File: src/rtl/clock_divider_if.sv
// Control/status bundle for the programmable clock divider.
// The master side (controller) requests run/ratio changes; the slave side
// (divider) returns the divided clock, its tick and the ratio status pulses.
interface clock_divider_if #(
    parameter int CNT_W = 8
);
    logic             en;
    logic [CNT_W-1:0] div_val;
    logic             div_load;
    logic             div_ack;
    logic             div_err;
    logic             clk_out;
    logic             tick;
    logic [CNT_W-1:0] cur_div;

    modport master (
        output en, div_val, div_load,
        input  div_ack, div_err, clk_out, tick, cur_div
    );

    modport slave (
        input  en, div_val, div_load,
        output div_ack, div_err, clk_out, tick, cur_div
    );
endinterface

File: src/rtl/clock_divider.sv
// Programmable integer clock divider feeding the clock buffer stage.
// clk_out is a register in the clk_in domain. Ratio changes take effect only
// at a period boundary and a disable lets the running period finish, so the
// buffer never sees a runt or glitch pulse.
module clock_divider #(
    parameter int CNT_W       = 8,
    parameter int DEFAULT_DIV = 2
) (
    input  logic            clk_in,
    input  logic            rst,
    clock_divider_if.slave  bus
);

    // Reject an unusable reset ratio at elaboration time.
    generate
        if (DEFAULT_DIV < 2 || DEFAULT_DIV > (2 ** CNT_W) - 1) begin : g_bad_default
            $error("clock_divider: DEFAULT_DIV out of range 2..2^CNT_W-1");
        end
    endgenerate

    localparam logic [CNT_W-1:0] DEF_DIV = CNT_W'(DEFAULT_DIV);

    typedef enum logic [1:0] {
        IDLE = 2'd0,
        RUN  = 2'd1,
        STOP = 2'd2
    } state_t;

    state_t           state, state_nxt;
    logic [CNT_W-1:0] cnt, cnt_d;
    logic [CNT_W-1:0] cur_div_q, cur_div_d;
    logic [CNT_W-1:0] pend, pend_d;
    logic             pend_vld, pend_vld_d;
    logic             clk_q, clk_d;
    logic             tick_q, tick_d;
    logic             ack_q, ack_d;
    logic             err_q, err_d;

    logic             boundary;   // last cycle of the current period
    logic             apply;      // pending ratio becomes active this edge
    logic [CNT_W-1:0] n_eff;      // ratio governing the next cycle
    logic [CNT_W-1:0] cnt_inc;    // counter value after this edge while counting
    logic             load_ok;
    logic             load_bad;

    // Decode ratio requests and the period boundary.
    always_comb begin
        load_ok  = bus.div_load && (bus.div_val >= CNT_W'(2));
        load_bad = bus.div_load && (bus.div_val <  CNT_W'(2));
        boundary = (state != IDLE) && (cnt == cur_div_q - 1'b1);
        // While idle there is no waveform to protect, so a pending ratio
        // can be taken immediately.
        apply    = pend_vld && ((state == IDLE) || boundary);
        n_eff    = apply ? pend : cur_div_q;
        cnt_inc  = boundary ? '0 : cnt + 1'b1;
    end

    // Next-state, counter, waveform and ratio bookkeeping.
    always_comb begin
        state_nxt  = state;
        cnt_d      = cnt;
        clk_d      = clk_q;
        tick_d     = 1'b0;
        ack_d      = 1'b0;
        err_d      = load_bad;
        cur_div_d  = cur_div_q;
        pend_d     = pend;
        pend_vld_d = pend_vld;

        case (state)
            IDLE: begin
                cnt_d = '0;
                clk_d = 1'b0;
                if (bus.en) begin
                    state_nxt = RUN;
                    clk_d     = 1'b1;
                    tick_d    = 1'b1;
                end
            end
            RUN, STOP: begin
                cnt_d  = cnt_inc;
                // High for the first floor(N/2) counts of each period.
                clk_d  = cnt_inc < (n_eff >> 1);
                tick_d = (cnt_inc == '0);
                if (state == STOP && boundary && !bus.en) begin
                    // Disabled period has completed: park low.
                    state_nxt = IDLE;
                    cnt_d     = '0;
                    clk_d     = 1'b0;
                    tick_d    = 1'b0;
                end else begin
                    state_nxt = bus.en ? RUN : STOP;
                end
            end
            default: begin
                state_nxt = IDLE;
                cnt_d     = '0;
                clk_d     = 1'b0;
            end
        endcase

        if (apply) begin
            cur_div_d  = pend;
            ack_d      = 1'b1;
            pend_vld_d = 1'b0;
        end

        // A load on the applying edge is only captured; it waits for the
        // next boundary.
        if (load_ok) begin
            pend_d     = bus.div_val;
            pend_vld_d = 1'b1;
        end
    end

    // State and datapath registers; reset abandons any period in progress.
    always_ff @(posedge clk_in or posedge rst) begin
        if (rst) begin
            state     <= IDLE;
            cnt       <= '0;
            cur_div_q <= DEF_DIV;
            pend      <= '0;
            pend_vld  <= 1'b0;
            clk_q     <= 1'b0;
            tick_q    <= 1'b0;
            ack_q     <= 1'b0;
            err_q     <= 1'b0;
        end else begin
            state     <= state_nxt;
            cnt       <= cnt_d;
            cur_div_q <= cur_div_d;
            pend      <= pend_d;
            pend_vld  <= pend_vld_d;
            clk_q     <= clk_d;
            tick_q    <= tick_d;
            ack_q     <= ack_d;
            err_q     <= err_d;
        end
    end

    assign bus.clk_out = clk_q;
    assign bus.tick    = tick_q;
    assign bus.div_ack = ack_q;
    assign bus.div_err = err_q;
    assign bus.cur_div = cur_div_q;

endmodule

File: src/flat_wrapper.sv
// flat-port wrapper written by rule: the top's interface ports become plain ports
module clock_divider_flat 
#(
    parameter int CNT_W       = 8,
    parameter int DEFAULT_DIV = 2
)
  (clk_in, rst, bus_en, bus_div_val, bus_div_load, bus_div_ack, bus_div_err, bus_clk_out, bus_tick, bus_cur_div);
  clock_divider_if #(.CNT_W(CNT_W)) bus_i ();
  input  logic clk_in;
  input  logic rst;
  input wire logic [$bits(bus_i.en)-1:0] bus_en;
  input wire logic [$bits(bus_i.div_val)-1:0] bus_div_val;
  input wire logic [$bits(bus_i.div_load)-1:0] bus_div_load;
  output wire logic [$bits(bus_i.div_ack)-1:0] bus_div_ack;
  output wire logic [$bits(bus_i.div_err)-1:0] bus_div_err;
  output wire logic [$bits(bus_i.clk_out)-1:0] bus_clk_out;
  output wire logic [$bits(bus_i.tick)-1:0] bus_tick;
  output wire logic [$bits(bus_i.cur_div)-1:0] bus_cur_div;
  assign bus_i.en = bus_en;
  assign bus_i.div_val = bus_div_val;
  assign bus_i.div_load = bus_div_load;
  assign bus_div_ack = bus_i.div_ack;
  assign bus_div_err = bus_i.div_err;
  assign bus_clk_out = bus_i.clk_out;
  assign bus_tick = bus_i.tick;
  assign bus_cur_div = bus_i.cur_div;
  clock_divider #(.CNT_W(CNT_W), .DEFAULT_DIV(DEFAULT_DIV)) u_core (.clk_in(clk_in), .rst(rst), .bus(bus_i));
endmodule
File: config.mk
export PLATFORM = sky130hd
export DESIGN_NAME = clock_divider_flat
export DESIGN_NICKNAME = d
export VERILOG_FILES = /design/src/rtl/clock_divider_if.sv /design/src/rtl/clock_divider.sv /design/src/flat_wrapper.sv
export SDC_FILE = /design/constraint.sdc
export NUM_CORES = 1
export LEC_CHECK = 0
export ABC_AREA = 1
export CELL_PAD_IN_SITES_DETAIL_PLACEMENT = 0
export CELL_PAD_IN_SITES_GLOBAL_PLACEMENT = 2
export CORE_MARGIN = 5
export CORE_UTILIZATION = 32
export CTS_CLUSTER_DIAMETER = 80
export CTS_CLUSTER_SIZE = 24
export DETAILED_ROUTE_END_ITERATION = 12
export HOLD_SLACK_MARGIN = 0.06
export PLACE_DENSITY_LB_ADDON = 0.1
export SETUP_SLACK_MARGIN = 0.5
export SYNTH_ARGS = -nofsm -noshare
export SYNTH_HDL_FRONTEND = slang
export SYNTH_SLANG_ARGS = --single-unit
File: constraint.sdc
create_clock -name clk_in -period 4.1 [get_ports clk_in]
set_clock_uncertainty 0.2 [all_clocks]
set_input_delay 0.615 -clock clk_in [delete_from_list [all_inputs] [get_ports clk_in]]
set_output_delay 0.615 -clock clk_in [all_outputs]
set_load 0.02 [all_outputs]
Word level (Yosys, flattened, before mapping)
Index checks and enable logic that the tools add are counted.
{"block": "classes", "addsub": 2, "n_lt_le_gt_ge": 3, "reduce_logical": 13, "muxes": 16, "n_eq_ne": 4}
{"op": "2-to-1 mux 8 bit", "n": 4}
{"op": "adder 8 x 1 -> 8 bit (second input constant)", "n": 1}
{"op": "== test 8 bit", "n": 1}
{"op": ">= comparator 8 x 2 -> 1 bit (second input constant)", "n": 1}
{"op": "zero test 8 bit", "n": 1}
{"op": "less-than comparator 8 x 2 -> 1 bit (second input constant)", "n": 1}
{"op": "less-than comparator 8 x 7 -> 1 bit", "n": 1}
{"op": "subtractor 8 x 1 -> 8 bit (second input constant)", "n": 1}
{"op": "logical AND 1 bit", "n": 6}
{"op": "2-to-1 mux 1 bit", "n": 6}
{"op": "2-to-1 mux 2 bit", "n": 3}
{"op": "one-hot mux 1 bit (2 select lines)", "n": 2}
{"op": "one-hot mux 2 bit (2 select lines)", "n": 1}
{"op": "nonzero test 2 bit", "n": 2}
{"op": "== test 2 x 1 -> 1 bit (second input constant)", "n": 1}
{"op": "== test 2 bit (second input constant)", "n": 1}
{"op": "zero test 2 bit", "n": 1}
{"op": "inequality test 2 bit (second input constant)", "n": 1}
{"op": "OR reduction 2 bit", "n": 1}
{"op": "zero test 1 bit", "n": 1}
{"op": "logical OR 1 bit", "n": 1}
{"block": "totals", "register_bits": 31, "in_bits": 12, "out_inout_bits": 12}

Depth between registers and ports, before layout
{"block": "logic_depth", "depth_word": 9, "depth_mapped": 24, "ltp_nobuf": 23}

Least setup slack after synthesis
OpenSTA, ideal clock, no wires.
{"block": "synth_timing", "path_type": "register to register", "start": "register u_core.cur_div_q[1], in the netlist u_core.bus.cur_div[1]", "end": "register u_core.clk_q, in the netlist u_core.bus.clk_out", "t_arrival_ns": 2.774, "path_stages_with_launch": 19, "setup_time_ns": 0.077, "period_less_slack_ns": 3.052, "setup_slack_ns": 1.048, "path_cell_list": "dfstp_2 > inv_1 > ha_1 > xor2_1 > nand2_1 > nor2_2 > nand3_2 > nor2_4 > nand2_4 > nand2_4 > nand2_4 > buf_2 > o21ai_0 > ha_1 > a21oi_1 > o21ai_0 > inv_1 > nand4_1 > a21oi_1"}
{"block": "synth_between", "elab_chain_len": 9, "word_cells_on_any_way": 12}
{"item": "start, declared", "line": "clock_divider.sv:31", "text": "logic [CNT_W-1:0] cur_div_q, cur_div_d;"}
{"item": "start signal, assigned", "line": "clock_divider.sv:131", "text": "cur_div_q <= cur_div_d;"}
{"item": "subtractor 8 x 1 -> 8 bit", "line": "clock_divider.sv:50", "text": "boundary = (state != IDLE) && (cnt == cur_div_q - 1'b1);"}
{"item": "== test 8 bit", "line": "clock_divider.sv:50"}
{"item": "logical AND 1 bit", "line": "clock_divider.sv:50"}
{"item": "logical OR 1 bit", "line": "clock_divider.sv:53", "text": "apply = pend_vld && ((state == IDLE) || boundary);"}
{"item": "logical AND 1 bit", "line": "clock_divider.sv:53"}
{"item": "2-to-1 mux 8 bit"}
{"item": "less-than comparator 8 x 7 -> 1 bit", "line": "clock_divider.sv:83", "text": "clk_d = cnt_inc < (n_eff >> 1);"}
{"item": "2-to-1 mux 1 bit *", "line": "clock_divider.sv:85", "text": "if (state == STOP && boundary && !bus.en) begin"}
{"item": "one-hot mux 1 bit (2 select lines) *", "line": "clock_divider.sv:70", "text": "case (state)"}
{"item": "via u_core.clk_d", "line": "clock_divider.sv:34", "text": "logic clk_q, clk_d;"}
{"item": "end signal, assigned", "line": "clock_divider.sv:134", "text": "clk_q <= clk_d;"}
{"item": "end, declared", "line": "clock_divider.sv:34"}
Mark *: on every way through the listed nets, which the timed path passes. The rest lies on a longest branch.
A chain may end at the register's enable or synchronous reset.

Worst setup path after layout
Ends and elaborated chain as after synthesis.

==> impl_results.md <==
* # DRC at 0
* FF-to-FF Start: u_core.bus.cur_div[1]
* CTS Buf Count at 5
* Slowest cell on crit path: dfstp_2
* Post-DP Area at between 2000 and 2500 µm²
* Leak at 1.20 nW
* Initial Util at 32.8%
* 1st-pass router iterations at 4
* Int Power at ~860 µW
* Post-cts sizing count at 0
* Area grow syn2layout at 21.4%
* Die area at 7690 µm²
* Max Fclk at between 300 and 400 MHz
* Hold Path Class: flip-flop to flip-flop
* DP Wirelength at just under 4000 µm
* Avg Synthesized Cell Area at 7.73 µm²
* Crit path max fanout at 14
* R2R depth at 19
* Fin. max-slew vios at 0
* Total Wirelength at ~4800 µm
* Ports at 24
* Compound-cell area share of the yosys netlist at 6.09%
* Final Critical Period at approximately 3200 ps
* Delay-heaviest family, CP: simple AND/OR/NAND/NOR gates
* Synth Area in Adders at between 7 and 8%
* Final Setup Violations at 0
* CTS hold repair buffers at 0
* Initial antenna violation count at 0
* Synth Area in XOR/XNOR at around 2.7%
* Routability Congestion at roughly 0.76
* Clock group share of total power at 15.3%
* # rows at 28
* Clock sinks at 31
* Fin cells at about 360
* Worst setup path start: u_core.bus.cur_div[1]
* Setup bufs post-CTS at 0
* Final instance area at approximately 2300 µm²
* Drt via density at approximately 4.5
* CTS tree: yes
* Top FF cell, synth: dfrtp_1
* Worst Tran Pin Value at approximately 430 ps
* Most numerous cell in the Yosys netlist: nand2_1
* GR Overflow Total at 0
* Syn_nets at 273
* Clock buffer depth at 2
* Final Cycle Share at roughly four fifths
* Worst EP arrival at about 3200 ps
* Clk slew on worst S/H paths at roughly 60 ps
* Synth area leader: dfrtp_1
* Mapped Area at roughly 1900 µm²
* Clk Latency, worst-skew pair at roughly 280 ps
* PortBufs at 23
* Hold EP: u_core.pend[1]
* Buf/Inv on CP at 3
* Clock Tree Root: clkbuf_8
* Ratio of total power to cell area at a little under 700 nW/µm²
* Hold Startpoint: u_core.pend[1]
* DIE HEIGHT at 87.7 µm
* Comb pwr share at between 50% and 60%
* Slew margin rel. at a little under three quarters
* Distinct cells, synth at 29
* GRT Total Usage at between 10% and 20%
* Setup slack, reg-to-reg at 890 ps
* Max Cap Viol at 0
* Part of the power in registers at a little under a third
* Inserted Diodes at 0
* Mapped Cells at 250
* Vias at 1,593
* Post-layout nets at ~300
* Yosys top cell area share at about two fifths
* Core Box Area at roughly 6000 µm²
* Startpoint types: flip-flop
* Initial drt markers at ~70
* Top cells by count, synth: 60 x nand2_1, 45 x inv_1, 30 x dfrtp_1, 16 x nand3_1, 16 x o21ai_0
* CTS H-tree lvls at 2
* Post-synthesis sequential area ratio at around two fifths
* Setup TNS at 0 ps
* Peak supply drop at 0.264 mV
* Placed cells at ~350
* Die X at approximately 88 µm
* FF+latch count, synth at 31
* First-pass GRT wire length at roughly 8300 µm
* Psw at 750 µW
* Critical Path Max Stage Delay at 560 ps
* Worst setup EP type: flip-flop
* Setup CP Type: flip-flop to flip-flop
* Ys Warns at 0
* Final Hold Vio Count at 0
* Hold path depth at 2
* Simple-gate share of the synthesized area at approximately a third
* Required @ worst endpoint at around 4000 ps
* Largest family of logic cells by synthesized area: simple AND/OR/NAND/NOR gates
* Largest net degree at the start of global routing at 32
* CP Cell Sequence: inv_1 > ha_1 > inv_1 > nand2_2 > nand3b_1 > nand2_1 > nor2_2 > nand3_2 > nor2_4 > nand2_4 > nand2_4 > nand2_4 > o21ai_0 > ha_1 > a21oi_1 > o21ai_0 > inv_1 > nand4_1 > a21oi_1
* Mux contribution to synthesized area at ~2.3%
* Reg-to-Reg End: u_core.bus.clk_out
* Switching Share at 46.5%
* Vias in the first global route at between 1,500 and 2,000
* Asr flop ratio synth at 100%
* Area contributors post-synth: dfrtp_1 39%, nand2_1 12%, inv_1 8.7%
* Average wire per standard cell at 13.5 µm
* Layout cell share with drive strength beyond 1 at about 12%
* Outcome: complete, no violations
* Final ANT Viol Nets at 0
* Unrepaired setup endpoints after global routing: false
* Number of synthesized flops with an enable pin at 0
==> cell type report <==
cell class | instances | area [µm²]
well taps | 75 | 93.8
multi-input cells | 167 | 958
inverters | 50 | 188
clock inverters | 1 | 5.00
repair buffers | 24 | 238
fillers | 643 | 3540
flip-flops and latches | 31 | 777
clock buffers | 7 | 86.3
==> metrics by stage <==
stage,setup slack (ps),hold slack [ps],total power [mW],utilization [%]
floorplan,1050,237,1.09,-
global placement,925,276,1.40,38.3
detailed placement,884,280,1.38,38.3
CTS,843,295,1.64,39.9
global route,546,322,1.77,39.9
finish,893,289,1.61,39.9
==> how the worst max path moves through the flow <==
stage | end | slack (ps) | cells after the start
floorplan | u_core.bus.clk_out | 1050 | 18
global placement | u_core.bus.clk_out | 920 | 17
detailed placement | u_core.bus.clk_out | 880 | 17
CTS | u_core.bus.clk_out | 840 | 17
global route | u_core.bus.clk_out | 550 | 19
finish | u_core.bus.clk_out | 890 | 19
==> placed cells by master, fill, tap and decap left out, drive strengths merged <==
master / n
o21ai: 16
inv: 48
buf: 1
a21oi: 6
o211ai: 1
dfrtp: 30
clkinv: 3
xor2: 6
nor3: 3
mux2: 4
clkdlybuf4s50: 23
or2: 2
and2: 1
nand3: 18
nand3b: 1
nand4: 8
ha: 11
nor4: 2
nor2: 21
clkbuf: 7
nand2: 67
dfstp: 1
==> worst reg2reg max path, delay by kind of cell (launching register included) <==
family	cells	cell delay [ps]
fa+ha+maj	2	570
compound gates	4	670
flops	1	560
simple gates	10	870
buf+inv	3	250
==> per-layer routing <==
metal  share of wire, %  wire [µm]  GRT usage [%]
met2                 47       2280           23.1
met5                  0          0              0
met3                2.8        132           2.63
met1                 48       2320           19.3
met4                1.5         74           4.60
==> cell families (layout without fill, tap and decap cells) <==
kind of cell,after synthesis,count (layout)
adders and majority gates,11,11
xor gates and xnor gates,6,6
DFF,31,31
AOI/OAI and AO/OA,23,23
buffers and inverters,52,82
and+or+nand+nor,123,123
muxes,4,4
==> power by group through the flow <==
stage,registers (mW),logic (mW),clock network [mW]
finish,0.492,0.872,0.247
global placement,0.500,0.896,0
CTS,0.495,0.890,0.256
floorplan,0.539,0.550,0
detailed placement,0.500,0.884,0
global route,0.509,0.997,0.268
==> flip-flops by register name, indices dropped and copies added (netlist names) <==
signal	cells
u_core.bus.tick	1
u_core.bus.div_ack	1
u_core.bus.clk_out	1
u_core.pend_vld	1
u_core.cnt	8
u_core.pend	8
u_core.bus.div_err	1
u_core.state	2
u_core.bus.cur_div	8
Power figures use the tool's default switching activity.
